`config.mk`:
```
export PLATFORM = sky130hd
export DESIGN_NAME = pipelined_carry_adder
export DESIGN_NICKNAME = d
export VERILOG_FILES = /design/src/rtl/pipelined_carry_adder.sv
export SDC_FILE = /design/constraint.sdc
export NUM_CORES = 1
export LEC_CHECK = 0
export CAP_MARGIN = 20
export CORE_UTILIZATION = 30
export DETAILED_ROUTE_END_ITERATION = 7
export HOLD_SLACK_MARGIN = 0.02
export PLACE_DENSITY = 0.53
export SYNTH_ARGS = -nofsm -noshare
export SYNTH_HDL_FRONTEND = slang
export SYNTH_SLANG_ARGS = --single-unit
```
`constraint.sdc`:
```
create_clock -name clk -period 2.7 [get_ports clk]
set_input_delay 0.27 -clock clk [delete_from_list [all_inputs] [get_ports clk]]
set_output_delay 0.27 -clock clk [all_outputs]
set_load 0.02 [all_outputs]
```
`src/rtl/pipelined_carry_adder.sv`:
```
// WIDTH-bit add/subtract split into CHUNK-bit carry-propagate slices, one slice per stage,
// behind a valid/ready pipeline that stalls as a whole when the output is blocked.
module pipelined_carry_adder #(
  parameter int unsigned WIDTH = 32,
  parameter int unsigned CHUNK = 8
) (
  input  logic             clk,
  input  logic             rst_n,
  input  logic             in_valid,
  output logic             in_ready,
  input  logic [WIDTH-1:0] a,
  input  logic [WIDTH-1:0] b,
  input  logic             cin,
  input  logic             sub,
  output logic             out_valid,
  input  logic             out_ready,
  output logic [WIDTH-1:0] sum,
  output logic             cout,
  output logic             ovf
);

  localparam int unsigned STAGES = WIDTH / CHUNK;

  logic             en;
  logic             accept;
  logic [WIDTH-1:0] b_eff;
  logic             c0;

  assign en       = !out_valid || out_ready;
  assign in_ready = en;
  assign accept   = in_valid && en;
  assign b_eff    = sub ? ~b : b;
  assign c0       = sub ? ~cin : cin;

  for (genvar k = 0; k < STAGES; k++) begin : g_stage
    logic [CHUNK-1:0]       op_a;
    logic [CHUNK-1:0]       op_b;
    logic                   c_in;
    logic                   v_in;
    logic [CHUNK:0]         part;
    logic [(k+1)*CHUNK-1:0] s_d;
    logic [(k+1)*CHUNK-1:0] s_q;
    logic                   c_q;
    logic                   v_q;

    assign part = {1'b0, op_a} + {1'b0, op_b} + {{CHUNK{1'b0}}, c_in};

    if (k == 0) begin : g_head
      assign op_a = a[CHUNK-1:0];
      assign op_b = b_eff[CHUNK-1:0];
      assign c_in = c0;
      assign v_in = accept;
      assign s_d  = part[CHUNK-1:0];
    end else begin : g_body
      assign op_a = g_stage[k-1].g_skew.a_q[CHUNK-1:0];
      assign op_b = g_stage[k-1].g_skew.b_q[CHUNK-1:0];
      assign c_in = g_stage[k-1].c_q;
      assign v_in = g_stage[k-1].v_q;
      // Lower result chunks ride along so the whole word leaves in one beat.
      assign s_d  = {part[CHUNK-1:0], g_stage[k-1].s_q};
    end

    always_ff @(posedge clk or negedge rst_n) begin
      if (!rst_n) begin
        v_q <= 1'b0;
        c_q <= 1'b0;
        s_q <= '0;
      end else if (en) begin
        v_q <= v_in;
        if (v_in) begin
          c_q <= part[CHUNK];
          s_q <= s_d;
        end
      end
    end

    if (k < STAGES - 1) begin : g_skew
      localparam int unsigned SW = WIDTH - (k + 1) * CHUNK;
      logic [SW-1:0] a_d;
      logic [SW-1:0] b_d;
      logic [SW-1:0] a_q;
      logic [SW-1:0] b_q;

      if (k == 0) begin : g_src_in
        assign a_d = a[WIDTH-1:CHUNK];
        assign b_d = b_eff[WIDTH-1:CHUNK];
      end else begin : g_src_prev
        assign a_d = g_stage[k-1].g_skew.a_q[SW+CHUNK-1:CHUNK];
        assign b_d = g_stage[k-1].g_skew.b_q[SW+CHUNK-1:CHUNK];
      end

      always_ff @(posedge clk or negedge rst_n) begin
        if (!rst_n) begin
          a_q <= '0;
          b_q <= '0;
        end else if (en && v_in) begin
          a_q <= a_d;
          b_q <= b_d;
        end
      end
    end else begin : g_tail
      logic ovf_q;

      // The top slice still holds the operand MSBs, so overflow is resolved here.
      always_ff @(posedge clk or negedge rst_n) begin
        if (!rst_n) begin
          ovf_q <= 1'b0;
        end else if (en && v_in) begin
          ovf_q <= (op_a[CHUNK-1] == op_b[CHUNK-1]) && (part[CHUNK-1] != op_a[CHUNK-1]);
        end
      end
    end
  end

  assign out_valid = g_stage[STAGES-1].v_q;
  assign sum       = g_stage[STAGES-1].s_q;
  assign cout      = g_stage[STAGES-1].c_q;
  assign ovf       = g_stage[STAGES-1].g_tail.ovf_q;

endmodule

```
# After elaboration in Yosys (flattened, before gate mapping)
# Cells that the tools add are included.
# totals
inputBits,70
reg_bits,185
# op_classes
n_reduce_logical,12
eq_ne,2
mux,2
bitwise,2
addsub,8
# op_table
op,n
8-bit by 8-bit adder with 9-bit output,4
9-bit by 1-bit adder with 9-bit output,4
32-bit two-way mux,1
32-bit NOT,1
2-bit AND reduction,4
1-bit logical AND,6
1-bit equality test,1
1-bit zero test,1
1-bit logical OR,1
1-bit two-way mux,1
1-bit != test,1
1-bit NOT,1

# Depth between registers and ports, before layout
# depth
ltp_word,4
ltp_mapped,11
depth_no_buf,9

# Worst setup path after synthesis
# No wires, ideal clock.
# synth_path
kind,in2reg
from,input port sub
to,register g_stage[0].s_q[6]
t_arrival_ps,2150
path_buffers,2
setup_slack_ps,422
cell_stages,11
required_time_ps,2572
path_cell_list,buf_2 > buf_4 > xor2_1 > fa_1 > inv_1 > fa_1 > nor2b_4 > o31ai_4 > nand2b_1 > a211oi_1 > o31ai_1
# synth_via
elab_chain_len,3
word_cells_on_any_way,4
cone_classes,add/sub: 2; mux: 2
# synth_lines
item,line,source
"start, declared",14,"input logic sub,"
32-bit two-way mux,32,assign b_eff = sub ? ~b : b;
8-bit by 8-bit adder with 9-bit output,46,"assign part = {1'b0, op_a} + {1'b0, op_b} + {{CHUNK{1'b0}}, c_in};"
9-bit by 1-bit adder with 9-bit output (*),46,
"end signal, assigned",67,s_q <= '0;
"end signal, assigned",72,s_q <= s_d;
"end, declared",42,logic [(k+1)*CHUNK-1:0] s_q;
# Mark *: on every way between the ends. The rest lies on a longest branch, timed or not.
# A chain may end at the register's enable or synchronous reset.

# Worst setup path in the final report
# layout_path
from,register g_stage[1].c_q
to,register g_stage[2].s_q[22]
# layout_via
elab_chain_len,1
# layout_lines
item,line,source
"start, declared",43,logic c_q;
"start signal, assigned",71,c_q <= part[CHUNK];
9-bit by 1-bit adder with 9-bit output,46,
"end signal, assigned",67,
"end signal, assigned",72,
"end, declared",42,
# No other way between the ends.

==> metrics.yaml <==
setup_path:
  reg2reg_to: "g_stage[2].s_q[22]"
  r2r_start: "g_stage[1].c_q"
  ff2ff_path_depth: 7
  rrSetupSlack_ns: 0.40
  criticalPathCategory: "reg -> reg"
  required_ns: 3.01
  start_kind: "flop"
  end_kind: "flop"
  endpoint: "g_stage[2].s_q[22]"
  cp.arrival_ns: 2.61
  crit_fanout: 3
  worstSetupStartpoint: "g_stage[1].c_q"
pwr:
  power.density_mw_per_mm2: 1210
  irDropWorstVdd_v: 0.000449
  leakage_nw: 4.77
sta:
  fin_setup_tns_ns: 0
  fin_ws_ns: 0.396
  slew_headroom_pct: 49.2
  rsz0062_at_grt: "false"
  fmax_mhz: 434
  worstMarginPinSlew_ns: 0.761
  finalCriticalPeriod_ns: 2.30
  finalSetupViolations: 0
  post-route-period-util_pct: 85.3
  slew_violations: 0
  clock_skew_ns: 0.00854
  whs_ns: 0.431
  hold_viol_final: 0
synthesis:
  ys_seq_elements: 185
  ys_seq_area_share_pct: 53.5
  synth_warnings: 0
  syn_inst: 650
  syn_area_per_cell_sq_um: 13.3
  synth_nets: 756
  yosysUniqueCellTypes: 41
  syn_area_sq_mm: 0.00866
place:
  placed_area_sq_mm: 0.0101
  port_buffers: 105
  pre_cts_slack_ns: 0.215
  hpwl_microns: 11700
  routabilityCongestion: 0.748
clock_tree:
  hold_buffers: 1
  clkSlewWorstSetupHoldPaths_ns: 0.07
  cts_buffer_depth: 2
  cts_root_buffer: "clkbuf_16"
  cts_made_buffers: 17
  insertion_delay_ns: 0.43
  numClockSinks: 185
  cts_setup_buffers: 0
  post_cts_resized: 0
  htree_levels: 4
  cts_tree: "built"
detailed_routing:
  antenna_left: 0
  drt-total-wl_microns: 17100
  drc_errors: 0
  wl_per_cell_microns: 14.9
  vias_per_cell: 4.38
  vias: 5030
  dr.pass1.iters: 4
  drt_iter0_drc: 292
final_layout:
  syn_to_final_growth_pct: 24.5
  fin_util_pct: 38.4
  final_cell_mix: "dfrtp_1 (185), clkdlybuf4s50_1 (103), mux2_2 (69), nand2_1 (58), mux2_4 (58)"
  fillers: 2772
  final_common_cell: "dfrtp_1"
  nNetsFinal: 864
  design_area_sq_mm: 0.0108
  diodes: 0
  multiInputGateArea_sq_mm: 0.00377
  drive_above_1_share_pct: 24.1
  regArea_sq_mm: 0.00463
die:
  die_y_microns: 172
  core-area_sq_mm: 0.0281
  design.portCount: 106
  initial_utilization_pct: 30.8
  dieArea_sq_mm: 0.0295
  die-width_microns: 172
  rows: 61
grt:
  grt_pass1_wl_microns: 28100
  antenna_found_initial: 1
  globalRouteTotalUtil_pct: 12.5
  overflow: 0
  grt_pass1_vias: 5048
  grt_max_degree: 78
hold_path:
  worstHoldPathType: "in -> async"
flow_run:
  cap_violations: 0
outcome:
  outcome: "completed"
## layer usage
| layer | vias up | wire, microns | GRT usage [%] |
|---|---|---|---|
| li1 | 2475 | - | - |
| met1 | 2460 | 8350 | 17.2 |
| met2 | 80 | 7810 | 19.0 |
| met3 | 15 | 740 | 3.52 |
| met4 | 0 | 220 | 4.16 |
| met5 | - | 0 | 0 |
## report_power, final
group          switching, mW  internal, mW  total, mW
Sequential             0.749          4.02       4.77
Combinational           2.51          3.05       5.57
Clock                   1.12          1.59       2.71
## worst min path at each step
| stage | start | endpoint | slack [ns] | cells past startpoint |
|---|---|---|---|---|
| floorplan | rst_n | cout | -0.03 | 0 |
| global placement | rst_n | g_stage[0].g_skew.a_q[18] | 0.36 | 1 |
| detailed placement | rst_n | g_stage[0].g_skew.a_q[18] | 0.36 | 1 |
| CTS | a[25] | g_stage[0].g_skew.a_q[17] | 0.43 | 2 |
| global route | a[14] | g_stage[0].g_skew.a_q[6] | 0.43 | 2 |
| finish | rst_n | g_stage[0].g_skew.a_q[19] | 0.43 | 2 |
## critical path: stages (launching register included)
cell,delay (ns)
dfrtp_1,0.40
fa_1,0.50
fa_1,0.44
a21oi_1,0.22
o211ai_1,0.14
a21oi_1,0.25
xor2_1,0.17
o21ai_1,0.07
## area by class of cell
class | instances | area share (%)
clock buffer | 20 | 4.15
clock inverter | 12 | 1.73
inverter | 12 | 0.418
multi-input combinational | 424 | 35.0
sequential | 185 | 43.0
tap | 378 | 4.39
timing repair buffer | 118 | 11.4
## logic make-up (layout without fill, tap and decap cells)
logic type                 count (synthesis)  after routing  share of synthesized area, %
DFF                                      185            185                          53.5
xor gates and xnor gates                  56             56                          5.67
and+or+nand+nor                           95             95                          5.00
AOI/OAI and AO/OA                        110            110                          7.86
adders and majority gates                 36             36                          5.90
buffers and inverters                     41            162                          3.05
muxes                                    127            127                          19.0
## cell usage after synthesis
library cell	instances	area share (%)
nand2_1	58	2.5
buf_4	2	0.17
nand2b_4	1	0.16
o21ai_0	54	3.1
nor3_1	11	0.64
o21ai_2	1	0.10
nand2_4	2	0.26
o31ai_4	1	0.25
nor2_1	10	0.43
nor2b_4	1	0.16
mux2_4	58	10
a41o_1	1	0.12
a211oi_1	1	0.087
a31oi_4	1	0.25
fa_1	8	1.9
dfrtp_1	185	53
inv_1	12	0.52
clkbuf_1	3	0.13
ha_1	28	4.0
nand3_1	2	0.12
o21bai_1	4	0.35
xor2_1	29	2.9
buf_6	10	1.3
buf_2	13	0.75
a31oi_1	3	0.22
a21oi_1	21	1.2
nand2_2	2	0.14
mux2_2	69	9.0
o211ai_1	3	0.26
buf_8	1	0.17
o21ai_1	5	0.29
o31ai_2	1	0.14
a211oi_2	4	0.58
o21a_1	1	0.087
o2111ai_1	1	0.10
o31ai_1	4	0.35
xnor2_1	27	2.7
a21o_1	3	0.26
and2_1	1	0.072
nand2b_1	7	0.51
a21o_2	1	0.10
## stage by stage
| step | total power, mW | instances |
|---|---|---|
| floorplan | 8.91 | 650 |
| global placement | 10.4 | 1116 |
| detailed placement | 10.5 | 1116 |
| CTS | 13.3 | 1149 |
| global route | 14.0 | 1149 |
| finish | 13.0 | 1149 |
## registers in the layout, summed over array words and instances, names as in the netlist
signal / count
g_stage.v_q: 3
sum: 32
cout: 1
g_stage.s_q: 48
out_valid: 1
g_stage.c_q: 3
g_stage.g_skew.a_q: 48
g_stage.g_skew.b_q: 48
ovf: 1
Note: power is estimated with default switching activity, not from simulation.
